<file path="src/rtl/arith_pkg.sv">
// rtl/arith_pkg.sv - shared arithmetic datapath types and default widths
package arith_pkg;

    localparam int DIVIDEND_W = 64;
    localparam int DIVISOR_W  = 32;

    typedef enum logic [1:0] {
        IDLE = 2'd0,
        RUN  = 2'd1,
        FIX  = 2'd2,
        DONE = 2'd3
    } state_t;

endpackage

</file>
<file path="src/rtl/seq_divider_if.sv">
// rtl/seq_divider_if.sv - start/done handshake and operand/result bundle for seq_divider
interface seq_divider_if #(
    parameter int DIVIDEND_W = arith_pkg::DIVIDEND_W,
    parameter int DIVISOR_W  = arith_pkg::DIVISOR_W
);

    logic                  start;
    logic [DIVIDEND_W-1:0] dividend;
    logic [DIVISOR_W-1:0]  divisor;
    logic                  busy;
    logic                  done;
    logic [DIVIDEND_W-1:0] quotient;
    logic [DIVISOR_W-1:0]  remainder;
    logic                  div_by_zero;

    modport master (
        output start, dividend, divisor,
        input  busy, done, quotient, remainder, div_by_zero
    );

    modport slave (
        input  start, dividend, divisor,
        output busy, done, quotient, remainder, div_by_zero
    );

endinterface

</file>
<file path="src/rtl/seq_divider_div_step.sv">
// rtl/seq_divider_div_step.sv - one restoring-division iteration (shift, compare, subtract)
module div_step #(
    parameter int DIVIDEND_W = arith_pkg::DIVIDEND_W,
    parameter int DIVISOR_W  = arith_pkg::DIVISOR_W
) (
    input  logic [DIVISOR_W:0]    p,
    input  logic [DIVIDEND_W-1:0] dq,
    input  logic [DIVISOR_W-1:0]  divisor,
    output logic [DIVISOR_W:0]    p_next,
    output logic [DIVIDEND_W-1:0] dq_next
);

    logic [DIVISOR_W:0] p_shift;
    logic [DIVISOR_W:0] d_ext;
    logic               ge;

    // The dividend bits feed the partial remainder from the top while quotient bits enter at the bottom.
    always_comb begin
        p_shift = {p[DIVISOR_W-1:0], dq[DIVIDEND_W-1]};
        d_ext   = {1'b0, divisor};
        ge      = (p_shift >= d_ext);
        p_next  = ge ? (p_shift - d_ext) : p_shift;
        dq_next = {dq[DIVIDEND_W-2:0], ge};
    end

endmodule

</file>
<file path="src/rtl/seq_divider.sv">
// rtl/seq_divider.sv - iterative radix-2 restoring divider; SEQ_DIVIDER_SIGNED_EN selects signed operands
module seq_divider #(
    parameter int DIVIDEND_W = arith_pkg::DIVIDEND_W,
    parameter int DIVISOR_W  = arith_pkg::DIVISOR_W,
    parameter int CNT_W      = 7
) (
    input  logic           clk,
    input  logic           rst_n,
    seq_divider_if.slave   bus
);

    import arith_pkg::*;

    state_t                state;
    state_t                state_next;
    logic [DIVIDEND_W-1:0] dq;
    logic [DIVIDEND_W-1:0] dq_next;
    logic [DIVISOR_W:0]    p;
    logic [DIVISOR_W:0]    p_next;
    logic [DIVISOR_W-1:0]  dsr;
    logic [CNT_W-1:0]      cnt;
    logic [DIVIDEND_W-1:0] quotient_r;
    logic [DIVISOR_W-1:0]  remainder_r;
    logic                  dbz_r;
    logic                  last_iter;
    logic [DIVIDEND_W-1:0] a_op;
    logic [DIVISOR_W-1:0]  b_op;
    logic [DIVIDEND_W-1:0] zero_quot;

`ifdef SEQ_DIVIDER_SIGNED_EN
    logic neg_q;
    logic neg_r;

    // The unsigned core works on magnitudes; signs are restored in FIX.
    always_comb begin
        a_op      = bus.dividend[DIVIDEND_W-1] ? -bus.dividend : bus.dividend;
        b_op      = bus.divisor[DIVISOR_W-1]   ? -bus.divisor  : bus.divisor;
        zero_quot = bus.dividend[DIVIDEND_W-1] ? DIVIDEND_W'(1) : '1;
    end
`else
    // Unsigned build passes operands straight through.
    always_comb begin
        a_op      = bus.dividend;
        b_op      = bus.divisor;
        zero_quot = '1;
    end
`endif

    assign last_iter = (cnt == CNT_W'(1));

    div_step #(
        .DIVIDEND_W (DIVIDEND_W),
        .DIVISOR_W  (DIVISOR_W)
    ) u_div_step (
        .p       (p),
        .dq      (dq),
        .divisor (dsr),
        .p_next  (p_next),
        .dq_next (dq_next)
    );

    // State register.
    always_ff @(posedge clk or negedge rst_n) begin
        if (!rst_n) state <= IDLE;
        else        state <= state_next;
    end

    // Next-state logic; a zero divisor skips the iteration entirely.
    always_comb begin
        state_next = state;
        case (state)
            IDLE: if (bus.start) state_next = (bus.divisor == '0) ? DONE : RUN;
            RUN: begin
                if (last_iter) begin
`ifdef SEQ_DIVIDER_SIGNED_EN
                    state_next = FIX;
`else
                    state_next = DONE;
`endif
                end
            end
            FIX:     state_next = DONE;
            DONE:    state_next = IDLE;
            default: state_next = IDLE;
        endcase
    end

    // Operand capture, iteration and result registers; results change only on entry to DONE.
    always_ff @(posedge clk or negedge rst_n) begin
        if (!rst_n) begin
            dq          <= '0;
            p           <= '0;
            dsr         <= '0;
            cnt         <= '0;
            quotient_r  <= '0;
            remainder_r <= '0;
            dbz_r       <= 1'b0;
`ifdef SEQ_DIVIDER_SIGNED_EN
            neg_q       <= 1'b0;
            neg_r       <= 1'b0;
`endif
        end else begin
            case (state)
                IDLE: begin
                    if (bus.start) begin
                        dq  <= a_op;
                        dsr <= b_op;
                        p   <= '0;
                        cnt <= CNT_W'(DIVIDEND_W);
`ifdef SEQ_DIVIDER_SIGNED_EN
                        neg_q <= bus.dividend[DIVIDEND_W-1] ^ bus.divisor[DIVISOR_W-1];
                        neg_r <= bus.dividend[DIVIDEND_W-1];
`endif
                        if (bus.divisor == '0) begin
                            quotient_r  <= zero_quot;
                            remainder_r <= bus.dividend[DIVISOR_W-1:0];
                            dbz_r       <= 1'b1;
                        end
                    end
                end
                RUN: begin
                    dq  <= dq_next;
                    p   <= p_next;
                    cnt <= cnt - CNT_W'(1);
`ifndef SEQ_DIVIDER_SIGNED_EN
                    if (last_iter) begin
                        quotient_r  <= dq_next;
                        remainder_r <= p_next[DIVISOR_W-1:0];
                        dbz_r       <= 1'b0;
                    end
`endif
                end
`ifdef SEQ_DIVIDER_SIGNED_EN
                FIX: begin
                    quotient_r  <= neg_q ? -dq : dq;
                    remainder_r <= neg_r ? -p[DIVISOR_W-1:0] : p[DIVISOR_W-1:0];
                    dbz_r       <= 1'b0;
                end
`endif
                default: ;
            endcase
        end
    end

    assign bus.busy        = (state != IDLE);
    assign bus.done        = (state == DONE);
    assign bus.quotient    = quotient_r;
    assign bus.remainder   = remainder_r;
    assign bus.div_by_zero = dbz_r;

endmodule

</file>
<file path="src/flat_wrapper.sv">
// flat-port wrapper written by rule: the top's interface ports become plain ports
module seq_divider_flat import arith_pkg::*;
#(
    parameter int DIVIDEND_W = arith_pkg::DIVIDEND_W,
    parameter int DIVISOR_W  = arith_pkg::DIVISOR_W,
    parameter int CNT_W      = 7
)
  (clk, rst_n, bus_start, bus_dividend, bus_divisor, bus_busy, bus_done, bus_quotient, bus_remainder, bus_div_by_zero);
  seq_divider_if #(.DIVIDEND_W(DIVIDEND_W), .DIVISOR_W(DIVISOR_W)) bus_i ();
  input  logic clk;
  input  logic rst_n;
  input wire logic [$bits(bus_i.start)-1:0] bus_start;
  input wire logic [$bits(bus_i.dividend)-1:0] bus_dividend;
  input wire logic [$bits(bus_i.divisor)-1:0] bus_divisor;
  output wire logic [$bits(bus_i.busy)-1:0] bus_busy;
  output wire logic [$bits(bus_i.done)-1:0] bus_done;
  output wire logic [$bits(bus_i.quotient)-1:0] bus_quotient;
  output wire logic [$bits(bus_i.remainder)-1:0] bus_remainder;
  output wire logic [$bits(bus_i.div_by_zero)-1:0] bus_div_by_zero;
  assign bus_i.start = bus_start;
  assign bus_i.dividend = bus_dividend;
  assign bus_i.divisor = bus_divisor;
  assign bus_busy = bus_i.busy;
  assign bus_done = bus_i.done;
  assign bus_quotient = bus_i.quotient;
  assign bus_remainder = bus_i.remainder;
  assign bus_div_by_zero = bus_i.div_by_zero;
  seq_divider #(.DIVIDEND_W(DIVIDEND_W), .DIVISOR_W(DIVISOR_W), .CNT_W(CNT_W)) u_core (.clk(clk), .rst_n(rst_n), .bus(bus_i));
endmodule
</file>
<file path="config.mk">
export PLATFORM = sky130hd
export DESIGN_NAME = seq_divider_flat
export DESIGN_NICKNAME = d
export VERILOG_FILES = /design/src/rtl/arith_pkg.sv /design/src/rtl/seq_divider_if.sv /design/src/rtl/seq_divider_div_step.sv /design/src/rtl/seq_divider.sv /design/src/flat_wrapper.sv
export SDC_FILE = /design/constraint.sdc
export NUM_CORES = 1
export LEC_CHECK = 0
export BUFFER_PORTS_ARGS = -buffer_cell sky130_fd_sc_hd__buf_2
export CAP_MARGIN = 15
export CORE_ASPECT_RATIO = 0.7
export CORE_MARGIN = 10
export CORE_UTILIZATION = 26
export CTS_BUF_LIST = sky130_fd_sc_hd__clkbuf_16
export CTS_CLUSTER_SIZE = 30
export DETAILED_ROUTE_END_ITERATION = 8
export GPL_TIMING_DRIVEN = 0
export PLACE_DENSITY = 0.51
export SYNTH_ARGS = -nofsm -noshare
export SYNTH_HDL_FRONTEND = slang
export SYNTH_SLANG_ARGS = --single-unit
</file>
<file path="constraint.sdc">
create_clock -name clk -period 3 [get_ports clk]
set_input_delay 0.9 -clock clk [delete_from_list [all_inputs] [get_ports clk]]
set_output_delay 0.9 -clock clk [all_outputs]
set_load 0.01 [all_outputs]
</file>
Word level (Yosys, flattened, before mapping):

Cells that the tools add are included.

* eq/ne operators: 7
* reductions and logical operators: 8
* $add $sub $neg: 2
* multiplexer cells: 23
* order comparisons: 1

Operator list (count)
* 64-bit 2-to-1 mux: 4
* 64-bit one-hot mux with 2 select lines: 2
* 32-bit 2-to-1 mux: 5
* 32-bit one-hot mux with 2 select lines: 2
* 33-bit by 32-bit >= comparator with 1-bit output: 1
* 32-bit logical NOT: 1
* 32-bit subtractor: 1
* 7-bit one-hot mux with 2 select lines: 1
* 2-bit one-hot mux with 4 select lines: 1
* 7-bit by 1-bit equality test with 1-bit output (second input constant): 1
* 7-bit 2-to-1 mux: 1
* 7-bit by 1-bit subtractor with 7-bit output (second input constant): 1
* 2-bit 2-to-1 mux: 3
* 2-bit AND reduction: 3
* 2-bit equality test (second input constant): 2
* 2-bit by 1-bit inequality test with 1-bit output (second input constant): 2
* 4-bit AND reduction: 1
* 2-bit nonzero test: 2
* 1-bit 2-to-1 mux: 3
* 2-bit by 1-bit equality test with 1-bit output (second input constant): 1
* 2-bit logical NOT: 1
* 2-bit inequality test (second input constant): 1
* 1-bit one-hot mux with 2 select lines: 1

* flip-flop bits (word level): 234
* output and inout port bits: 99
* input bits: 99

Depth between registers and ports, before layout:

Gate-level depths: netlist of the first run.

* depth after elaboration: 4
* depth in mapped cells: 14
* depth with buffers taken out: 13

Hierarchy:

Synthesis of the first run repeated with hierarchy kept, for this count alone.

* cells, all modules: 1316
* area, all modules: 13155.1 um^2

Modules (own cells, without submodules)
* seq_divider: cells each 887, area an instance 10262.3 um^2, instances 1, sequential area each 5880.6 um^2
* div_step: cells each 429, area an instance 2892.8 um^2, instances 1, sequential area each 0.0 um^2

Worst setup path before layout of the first run:

No wires, ideal clock.

* path type: register -> register
* start: register u_core.dq[63]
* end: register u_core.remainder_r[14] (netlist: u_core.bus.remainder[14])
* library setup time: 87 ps
* data required time: 2913 ps
* setup slack: 265 ps
* path buffers: 0
* cell stages (with the launch flop): 14
* data arrival time: 2648 ps
* path through: dfrtp_1 -> inv_1 -> ha_1 -> inv_1 -> fa_1 -> a21o_1 -> a221oi_2 -> o21ai_2 -> a41o_4 -> a21o_1 -> a21oi_2 -> xnor2_1 -> mux2i_1 -> a211oi_2

* word-level cells in the longest chain between the ends: 4

RTL lines
* start, declared: line seq_divider.sv:16 `logic [DIVIDEND_W-1:0] dq;`
* start signal, assigned: line seq_divider.sv:106 `dq <= a_op;`
* start signal, assigned: line seq_divider.sv:122 `dq <= dq_next;`
* 32-bit subtractor or 33-bit by 32-bit >= comparator with 1-bit output (tied branches): line seq_divider_div_step.sv:22, seq_divider_div_step.sv:21
* 32-bit 2-to-1 mux *: line seq_divider_div_step.sv:22 `p_next = ge ? (p_shift - d_ext) : p_shift;`
* 32-bit 2-to-1 mux *: line seq_divider.sv:126 `if (last_iter) begin`
* 32-bit one-hot mux with 2 select lines *: line seq_divider.sv:103 `case (state)`
* end signal, assigned: line seq_divider.sv:116 `remainder_r <= bus.dividend[DIVISOR_W-1:0];`
* end signal, assigned: line seq_divider.sv:128 `remainder_r <= p_next[DIVISOR_W-1:0];`
* end, declared: line seq_divider.sv:23 `logic [DIVISOR_W-1:0] remainder_r;`

Every way passes the cells marked *; elsewhere a longest branch is shown, timed or not. The select of a mux whose other input is x is not followed.
A chain may end at the register's enable or synchronous reset.

Worst setup path after layout of the first run:

* start: register u_core.dq[63]
* end: register u_core.remainder_r[28] (netlist: u_core.bus.remainder[28])

The elaborated chain is that of the path after synthesis.

==> impl_results.md, run 1 <==
* Grt ovf at 0
* Compound-cell area share of the yosys netlist at 0.170
* Synth Area in XOR/XNOR at 0.0249
* Tmin final at 2950 ps
* Die Wd at 276 um
* Switching Share at 0.460
* H-tree depth at 1
* Routed len/inst at 20.1 um
* Worst EP arrival at 3400 ps
* Critical path data required time at 3450 ps
* Max Cap Viol at 0
* Die footprint at 0.0551 mm^2
* Gr usage total at 0.150
* #FFs+latches synth at 234
* Global-route wire length before repair at 64700 um
* Syn_nets at 1400
* Warnings from Yosys at 0
* Pre-antenna DRT Iters at 5
* Residual DRC at 0
* Critical Path Start Type: flop
* Initial antenna violation count at 12
* Post-synthesis adder-cell area fraction at 0.0425
* Max incr delay on CP at 400 ps
* Mux cell area share after synthesis at 0.0895
* Gate power share at 0.547
* CTS clock-pin slew for the worst setup and hold paths at 60 ps
* Initial Utilization at 0.264
* WS Path Type: flop to flop
* Largest cells by area after synthesis: dfrtp_1 (49%), nand2_1 (7.8%), o21ai_0 (7.2%), mux2i_1 (5.9%), ha_1 (4.1%)
* Library cells used by synthesis at 67
* Hold WC Path Type: primary input to asynchronous set/reset pin
* Setup tns final at 0 ps
* Pwr dens at 1350 mW/mm^2
* Hold_buf cts at 0
* Post-detail-place hpwl at 33400 um
* Total power at 0.0203 W
* Worst-path maximum fanout at 6
* Worst-case reg-to-reg path depth at 13
* Setup crit end kind: flop
* Hold slack at 299 ps
* Clock power frac at 0.168
* Num CTS Buffers at 26
* Slew Limit Fails at 0
* Core ar. at 0.0453 mm^2
* Fraction of registers with async set/reset at 1.00
* Largest family of logic cells by synthesized area: compound AO/OA/AOI/OAI gates
* Final setup vio count at 0
* Final WL at 42600 um
* Vias in the first global route at 10400
* Slowest-stage cell, CP: dfrtp_1
* Max_slew headroom at 0.368
* Post-Synth Simple-Gate Area at 0.138
* # port buffers at 197
* Switching pwr at 0.00932 W
* Post-synthesis cell type with the largest combined area: dfrtp_1
* Dpl ws at -1190 ps
* R2r startpoint: u_core.dq[63]
* Fin crit share at 0.983
* CP Buf/Inv Count at 2
* Post-synth top flop: dfrtp_1
* Worst-path cell chain: inv_1 -> ha_2 -> inv_2 -> fa_2 -> a21o_1 -> a221oi_4 -> o21ai_2 -> a41o_4 -> a31oi_4 -> a31oi_1 -> xor2_1 -> nor2_1 -> o31ai_1
* Register-to-register setup slack at 50 ps
* Clock root buffer: clkbuf_16
* Row count at 65
* Area of the mapped netlist at 0.0120 mm^2
* Internal power at 0.0109 W
* Via density at 4.88
* Sequential power share at 0.285
* Final Hold Viols at 0
* RR Endpoint: u_core.bus.remainder[28]
* Worst Max-Slew Pin Slew at 948 ps
* Longest Clk Path Bufs at 3
* GP Congestion at 0.895
* RSZ-0062 raised after global routing: yes
* Vias post-DR at 10300
* Worst Slack Setup Final at 49.6 ps
* Clock Latency Late Sink at 540 ps
* Cells after Synth at 1261
* Max Freq at 0.339 GHz
* Largest net degree at the start of global routing at 100
* Die Height at 199 um
* Post-DRT Antenna Nets at 0
* CP top delay family: compound AO/OA/AOI/OAI gates
* Sink Count at 234
* Sequential area share after synthesis at 0.490
* Area grow syn2layout at 25.1%
* Leakage at 7.25 nW
* Status: finished clean
* Layout Nets at 1636
* CTS tree: yes
* Skew final at 10.4 ps
* Max IR drop VDD at 0.429 mV
* Synthesized area per cell at 9.48 um^2
* 1st-iter DRT viols at 637
* Synth top area share at 0.490
* Layout cells sized above 1 at 0.236
* Number of placed I/O pins at 198
* Post-synth EDFFs at 0
[state kept, by name (all words and copies together), names as in the netlist]
name,cells
u_core.bus.quotient,64
u_core.dq,64
u_core.bus.remainder,32
u_core.dsr,32
u_core.p,32
u_core.cnt,7
u_core.state,2
u_core.bus.div_by_zero,1
[power groups by stage]
stage	clock (W)	sequential (W)	combinational, W
3_3_place_gp	0	0.00575	0.0103
3_5_place_dp	0	0.00580	0.0105
2_1_floorplan	0	0.00578	0.00673
5_1_grt	0.00362	0.00595	0.0123
4_1_cts	0.00350	0.00576	0.0107
6_report	0.00341	0.00576	0.0111
[cells in the mapped netlist (5+ instances only)]
master      n
nand4_1    10
nand2b_1    7
o31ai_1     5
buf_2       5
dfrtp_1   234
a31oi_1    12
a21o_1     18
nor2_1     41
ha_1       39
o21ai_1    26
xnor2_1    18
a21oi_1    76
nand2_1   250
mux2i_1    71
o21ai_0   173
nor2b_1     5
nand3_1     5
mux2_2     32
or3_1       5
clkbuf_1   60
nor4_1     10
and3_1     29
o21a_1      6
nor3_1      6
xor2_1     16
inv_1      42
[kinds of logic after synthesis]
| group | Yosys count |
|---|---|
| and+or+nand+nor | 380 |
| AOI/OAI and AO/OA | 350 |
| DFF | 234 |
| buffers and inverters | 120 |
| muxes | 103 |
| adders and majority gates | 40 |
| xor gates and xnor gates | 34 |
[cell usage in the layout (no fill, tap or decap), types with 32 or more instances in the layout]
cell type / Yosys / layout
a21oi_1: 76 / 67
ha_1: 39 / 36
clkbuf_1: 60 / 47
buf_2: 5 / 201
dfrtp_1: 234 / 234
mux2i_1: 71 / 65
o21ai_0: 173 / 171
nand2_1: 250 / 248
mux2_2: 32 / 32
inv_1: 42 / 44
nor2_1: 41 / 41
[how the worst max path moves through the flow]
stage / start / end / slack [ps] / depth (start not counted)
after global routing: u_core.dq[63] / u_core.bus.remainder[28] / -60 / 13
after CTS: u_core.state[0] / u_core.p[26] / 9 / 9
final: u_core.dq[63] / u_core.bus.remainder[28] / 50 / 13
after global placement: rst_n / u_core.dq[49] / -3440 / 1
after floorplan: u_core.dq[63] / u_core.bus.remainder[14] / 270 / 13
after detailed placement: bus_start / u_core.p[9] / -1190 / 8
[what timing repair did]
item / 4_1_cts / 5_1_grt
gates resized for setup: 23 / 40
endpoints found under the setup margin: 194 / 121
pin swaps: 8 / 6
setup buffers: 4 / 8
[metal layers]
layer / share of wire / track usage / vias up
met2: 0.41 / 0.216 / 285
li1: - / - / 4848
met5: 0.0027 / 0 / -
met1: 0.48 / 0.213 / 5128
met4: 0.013 / 0.0244 / 20
met3: 0.089 / 0.0540 / 54
[cell type report]
class | count | area (um^2)
Fill cell | 4760 | 30300
Sequential cell | 234 | 5860
Multi-Input combinational cell | 907 | 5750
Timing Repair Buffer | 211 | 1150
Tap cell | 603 | 754
Clock buffer | 27 | 676
Buffer | 75 | 398
Clock inverter | 19 | 214
Inverter | 42 | 158
Antenna cell | 1 | 2.50
[per-stage QoR]
| stage | instance area [um^2] | util | cells |
|---|---|---|---|
| 6_report | 15000 | 0.330 | 2119 |
| 3_5_place_dp | 13800 | 0.304 | 2063 |
| 3_3_place_gp | 13700 | 0.302 | 2061 |
| 4_1_cts | 14800 | 0.326 | 2112 |
| 5_1_grt | 15000 | 0.330 | 2118 |
| 2_1_floorplan | 12000 | - | 1261 |
Note: power is estimated with default switching activity, not from simulation.
==> run 2, diff against run 1 <==
--- a/config.mk
+++ b/config.mk
@@ -15,5 +15,5 @@
 export DETAILED_ROUTE_END_ITERATION = 8
 export GPL_TIMING_DRIVEN = 0
-export PLACE_DENSITY = 0.51
+export PLACE_DENSITY = 0.41
 export SYNTH_ARGS = -nofsm -noshare
 export SYNTH_HDL_FRONTEND = slang
==> constraint.sdc (replaced) <==
create_clock -name clk -period 3 [get_ports clk]
set_input_delay 0.9 -clock clk [delete_from_list [all_inputs] [get_ports clk]]
set_output_delay 0.9 -clock clk [all_outputs]
set_load 0.02 [all_outputs]
==> impl_results.md, run 2 (same netlist as run 1, synthesis figures left out) <==
* Num CTS Buffers at 27 (was 26)
* Leakage at 7.27 nW (was 7.25 nW)
* Worst-path cell chain: inv_1 -> ha_2 -> inv_2 -> fa_2 -> a21o_1 -> a221oi_4 -> o21ai_2 -> a41o_4 -> a31oi_4 -> nand2_1 -> xor2_1 -> mux2i_1 -> buf_4 -> o21ai_2 (was inv_1 -> ha_2 -> inv_2 -> fa_2 -> a21o_1 -> a221oi_4 -> o21ai_2 -> a41o_4 -> a31oi_4 -> a31oi_1 -> xor2_1 -> nor2_1 -> o31ai_1)
* Total power at 0.0206 W (was 0.0203 W)
* Initial Utilization at 0.264 (unchanged)
* Max IR drop VDD at 0.565 mV (was 0.429 mV)
* Sequential power share at 0.280 (was 0.285)
* Hold WC Path Type: primary input to asynchronous set/reset pin (unchanged)
* Area of the multi-input gates at 0.00580 mm^2 (was 0.00575 mm^2)
* Pre-antenna DRT Iters at 4 (was 5)
* CP Buf/Inv Count at 3 (was 2)
* Residual DRC at 0 (unchanged)
* Global-route wire length before repair at 65800 um (was 64700 um)
* Final instance area at 0.0150 mm^2 (about the same)
* Met2 usage at 0.220 (was 0.216)
* Storage cell area at 0.00586 mm^2 (unchanged)
* DP Area at 0.0138 mm^2 (unchanged)
* Max_slew headroom at 0.461 (was 0.368)
* Max incr delay on CP at 410 ps (was 400 ps)
* GP Congestion at 0.820 (was 0.895)
* Number of placed I/O pins at 198 (unchanged)
* Worst-case reg-to-reg path depth at 14 (was 13)
* Clock power frac at 0.151 (was 0.168)
* H-tree depth at 1 (unchanged)
* Switching pwr at 0.00993 W (was 0.00932 W)
* Fin crit share at 0.972 (was 0.983)
* Post-detail-place hpwl at 34000 um (was 33400 um)
* Layout cells sized above 1 at 0.241 (was 0.236)
* Die Wd at 276 um (unchanged)
* Grt ovf at 0 (unchanged)
* Area grow syn2layout at 25.1% (about the same)
* Max Freq at 0.343 GHz (was 0.339 GHz)
* 1st-iter DRT viols at 643 (was 637)
* Internal power at 0.0107 W (was 0.0109 W)
* Layout Nets at 1639 (was 1636)
* Status: finished clean (unchanged)
* Largest net degree at the start of global routing at 96 (was 100)
* Longest Clk Path Bufs at 3 (unchanged)
* Clock root buffer: clkbuf_16 (unchanged)
* Clock Latency Late Sink at 560 ps (was 540 ps)
* CP top delay family: compound AO/OA/AOI/OAI gates (unchanged)
* Critical path data required time at 3420 ps (was 3450 ps)
* Worst path depth at 14 (was 13)
* Met1 Use GR at 0.223 (was 0.213)
* # port buffers at 197 (unchanged)
* Max Cap Viol at 0 (unchanged)
* Die footprint at 0.0551 mm^2 (unchanged)
* Initial antenna violation count at 9 (was 12)
* Core ar. at 0.0453 mm^2 (unchanged)
* GRT busiest layer: met1 (was met2)
* Met3 usage at 0.0458 (was 0.0540)
* WS Path Type: flop to flop (unchanged)
* Final Core Density at 0.330 (about the same)
* Commonest non-fill, non-tap cell in the layout: nand2_1 (unchanged)
* Vias in the first global route at 10400 (about the same)
* Sink Count at 234 (unchanged)
* CP dominant cell by count: o21ai_2
* Final setup vio count at 0 (unchanged)
* Gate power share at 0.568 (was 0.547)
* CTS tree: yes (unchanged)
* Fillcell total at 4776 (was 4760)
* Slew Limit Fails at 0 (unchanged)
* Post-DRT Antenna Nets at 0 (unchanged)
* Routed len/inst at 20.5 um (was 20.1 um)
* Setup crit end kind: flop (unchanged)
* Tmin final at 2920 ps (was 2950 ps)
* Final WL at 43500 um (was 42600 um)
* Row count at 65 (unchanged)
* Worst Max-Slew Pin Slew at 808 ps (was 948 ps)
* Skew final at 13.7 ps (was 10.4 ps)
* Critical Path Start Type: flop (unchanged)
* Worst EP arrival at 3340 ps (was 3400 ps)
* Most frequent cells in the layout: nand2_1 (248), dfrtp_1 (234), buf_2 (201), o21ai_0 (170), mux2i_1 (68) (was nand2_1 (248), dfrtp_1 (234), buf_2 (201), o21ai_0 (171), a21oi_1 (67))
* Slowest-stage cell, CP: dfrtp_1 (unchanged)
* Vias post-DR at 10100 (was 10300)
* Switching Share at 0.482 (was 0.460)
* Final Hold Viols at 0 (unchanged)
* CTS clock-pin slew for the worst setup and hold paths at 60 ps (about the same)
* Via density at 4.76 (was 4.88)
* RSZ-0062 raised after global routing: yes (unchanged)
* Worst-path maximum fanout at 6 (unchanged)
* Die Height at 199 um (unchanged)
* Pwr dens at 1380 mW/mm^2 (was 1350 mW/mm^2)
* Gr usage total at 0.153 (was 0.150)
==> run 2: changes by cell type in the layout (fill, tap and decap cells not counted), moves of 2 or more <==
cell / previous run / this run
a21oi_1: 67 / 65
buf_4: 13 / 15
buf_8: 3 / 1
bufinv_16: 5 / 1
clkbuf_2: 8 / 10
diode_2: 1 / 4
inv_1: 44 / 48
mux2i_1: 65 / 68
mux2i_2: 5 / 1
o21ai_2: 2 / 4
==> run 2: worst paths after layout <==
kind | from | endpoint | slack [ps]
min in group clk | u_core.bus.quotient[5] | u_core.bus.quotient[5] | 460
hold / removal | rst_n | u_core.p[10] | 310
hold reg to reg | u_core.bus.quotient[5] | u_core.bus.quotient[5] | 460
setup / recovery | u_core.dq[63] | u_core.p[24] | 80
setup reg to reg | u_core.dq[63] | u_core.p[24] | 80
max in group asynchronous | rst_n | u_core.dq[48] | 1780
==> run 2: final cells by class <==
| cell class | instances | share of cell area |
|---|---|---|
| clock buffers | 27 | 0.0452 |
| clock inverters | 22 | 0.00887 |
| flip-flops and latches | 234 | 0.391 |
| well taps | 603 | 0.0504 |
| plain buffers | 75 | 0.0268 |
| repair buffers | 213 | 0.0781 |
| multi-input cells | 907 | 0.388 |
| inverters | 42 | 0.0105 |
| diodes | 4 | 0.000669 |
==> run 2: layer usage <==
layer	vias to the layer above	wire, um
met4	12	653
met3	52	2900
met2	179	18000
li1	4869	-
met5	-	82
met1	5003	21900
==> run 2: through the flow <==
stage	hold slack [ps]	worst slack, ps	std cells	TNS [ps]
finish	306	84.3	2127	0
global route	334	-40.7	2123	-147
CTS	323	24.6	2118	0
detailed placement	450	-1320	2063	-139160
global placement	450	-3690	2061	-983980
floorplan	466	265	1261	0
==> run 2: power by group through the flow <==
stage	combinational, W	clock (W)	sequential, W
after detailed placement	0.0111	0	0.00582
final	0.0117	0.00312	0.00577
after global routing	0.0131	0.00335	0.00597
after floorplan	0.00674	0	0.00626
after CTS	0.0114	0.00322	0.00578
after global placement	0.0110	0	0.00580
==> run 2: timing repair <==
action | CTS | global route
endpoints found under the hold margin | 0 | 0
pin swaps | 9 | 14
setup buffers | 7 | 7
resized for setup | 27 | 51
endpoints found under the setup margin | 174 | 110
hold buffers | 0 | 0
==> run 3, diff against run 2 <==
PLACE_DENSITY = 0.55   (was 0.41)
==> impl_results.md, run 3 (same netlist as run 1, synthesis figures left out) <==
* Dpl ws at -1130 ps (was -1320 ps)
* Core ar. at 0.0453 mm^2 (unchanged)
* Largest net degree at the start of global routing at 117 (was 96)
* Num CTS Buffers at 25 (was 27)
* Hold WC Path Type: primary input to asynchronous set/reset pin (unchanged)
* Post-detail-place hpwl at 33200 um (was 34000 um)
* Hold slack at 196 ps (was 306 ps)
* Row count at 65 (unchanged)
* Gr usage total at 0.149 (was 0.153)
* Worst-path maximum fanout at 6 (unchanged)
* CTS clock-pin slew for the worst setup and hold paths at 60 ps (about the same)
* Final WL at 42200 um (was 43500 um)
* Hold_buf cts at 0 (unchanged)
* Tmin final at 2960 ps (was 2920 ps)
* Die Wd at 276 um (unchanged)
* Post-DRT Antenna Nets at 0 (unchanged)
* Pwr dens at 1370 mW/mm^2 (was 1380 mW/mm^2)
* Pre-antenna DRT Iters at 5 (was 4)
* WS Path Type: flop to flop (unchanged)
* Slew Limit Fails at 0 (unchanged)
* Max Freq at 0.338 GHz (was 0.343 GHz)
* Global-route wire length before repair at 64500 um (was 65800 um)
* Leakage at 7.21 nW (was 7.27 nW)
* Worst EP arrival at 3390 ps (was 3340 ps)
* Vias post-DR at 10300 (was 10100)
* Via density at 4.84 (was 4.76)
* Skew final at 12.6 ps (was 13.7 ps)
* Grt ovf at 0 (unchanged)
* DP Area at 0.0138 mm^2 (unchanged)
* Initial Utilization at 0.264 (unchanged)
* CTS tree: yes (unchanged)
* # port buffers at 197 (unchanged)
* Number of placed I/O pins at 198 (unchanged)
* Critical Path Start Type: flop (unchanged)
* Max IR drop VDD at 0.465 mV (was 0.565 mV)
* Layout Nets at 1637 (was 1639)
* Worst Slack Setup Final at 40.1 ps (was 84.3 ps)
* Initial antenna violation count at 9 (unchanged)
* Max Cap Viol at 0 (unchanged)
* Area grow syn2layout at 24.0% (was 25.1%)
* Setup crit end kind: flop (unchanged)
* Routed len/inst at 19.9 um (was 20.5 um)
* Setup tns final at 0 ps (unchanged)
* Longest Clk Path Bufs at 3 (unchanged)
* Status: finished clean (unchanged)
* Final Hold Viols at 0 (unchanged)
* Die Height at 199 um (unchanged)
* Max_slew headroom at 0.388 (was 0.461)
* Clock root buffer: clkbuf_16 (unchanged)
* 1st-iter DRT viols at 851 (was 643)
* H-tree depth at 1 (unchanged)
* Most frequent cells in the layout: nand2_1 (248), dfrtp_1 (234), buf_2 (201), o21ai_0 (169), mux2i_1 (69) (was nand2_1 (248), dfrtp_1 (234), buf_2 (201), o21ai_0 (170), mux2i_1 (68))
* Worst Max-Slew Pin Slew at 918 ps (was 808 ps)
* Final instance area at 0.0148 mm^2 (was 0.0150 mm^2)
* Final setup vio count at 0 (unchanged)
* Layout cells sized above 1 at 0.237 (was 0.241)
* Worst-case reg-to-reg path depth at 13 (was 14)
* Commonest non-fill, non-tap cell in the layout: nand2_1 (unchanged)
* Sink Count at 234 (unchanged)
* Die footprint at 0.0551 mm^2 (unchanged)
* Residual DRC at 0 (unchanged)
* RSZ-0062 raised after global routing: yes (unchanged)
* Clock Latency Late Sink at 530 ps (was 560 ps)
* GP Congestion at 0.868 (was 0.820)
* Vias in the first global route at 10300 (was 10400)
* Critical path data required time at 3430 ps (was 3420 ps)
* Fin crit share at 0.987 (was 0.972)
run 3: changes by cell type in the layout (fill, tap and decap cells not counted), sizes merged:
cell / delta
inv: -4
clkinv: +2
buf: -1
clkbuf: -1
diode: -1
run 3: layout make-up:
| class | count | area (um^2) |
|---|---|---|
| well taps | 603 | 754 |
| clock inverters | 20 | 129 |
| multi-input cells | 907 | 5740 |
| inverters | 42 | 158 |
| clock buffers | 25 | 626 |
| diodes | 3 | 7.51 |
| flip-flops and latches | 234 | 5860 |
| fillers | 4726 | 30500 |
| repair buffers | 212 | 1160 |
| plain buffers | 76 | 404 |
run 3: critical path, cell delays in order (launching register included):
cell	delay (ps)
dfrtp_1	420
inv_2	80
ha_4	130
inv_2	40
fa_2	390
a21o_1	220
a221oi_4	280
o21ai_2	110
a41o_4	340
a31oi_4	240
a31oi_1	140
xor2_1	160
nor2_1	80
o31ai_1	230
run 3: where the power goes:
| part | total, W | switching [W] | internal [W] | leakage [nW] |
|---|---|---|---|---|
| Clock | 0.00295 | 0.00134 | 0.00161 | 0.387 |
| Sequential | 0.00576 | 0.00104 | 0.00471 | 2.89 |
| Combinational | 0.0116 | 0.00741 | 0.00416 | 3.93 |
run 3: per-stage QoR:
step | utilization | std cells | total power [W]
after floorplan | - | 1261 | 0.0130
after global placement | 0.302 | 2061 | 0.0165
after detailed placement | 0.304 | 2063 | 0.0168
after CTS | 0.323 | 2110 | 0.0200
after global routing | 0.327 | 2121 | 0.0220
final | 0.327 | 2122 | 0.0203
run 3: final timing paths:
check                                  startpoint  slack, ps                      to
max in group asynchronous                   rst_n       1910           u_core.dq[46]
hold / removal                              rst_n        200          u_core.dsr[11]
min in group clk           u_core.bus.quotient[9]        460  u_core.bus.quotient[9]
setup reg to reg                    u_core.dq[63]         40            u_core.p[28]
hold reg to reg            u_core.bus.quotient[9]        460  u_core.bus.quotient[9]
setup / recovery                    u_core.dq[63]         40            u_core.p[28]
run 3: what timing repair did:
action	CTS	global route
setup buffers	3	10
setup endpoints to repair	164	121
gates resized for setup	19	49
gates cloned	0	0
hold endpoints to repair	0	0
pin swaps	6	25
run 3: metal layers:
| metal | GRT usage | vias to the layer above | part of all wire |
|---|---|---|---|
| met2 | 0.216 | 314 | 0.41 |
| met4 | 0.0153 | 12 | 0.0095 |
| met3 | 0.0606 | 43 | 0.11 |
| met1 | 0.208 | 5041 | 0.47 |
| li1 | - | 4850 | - |
| met5 | 0 | - | 0.0014 |
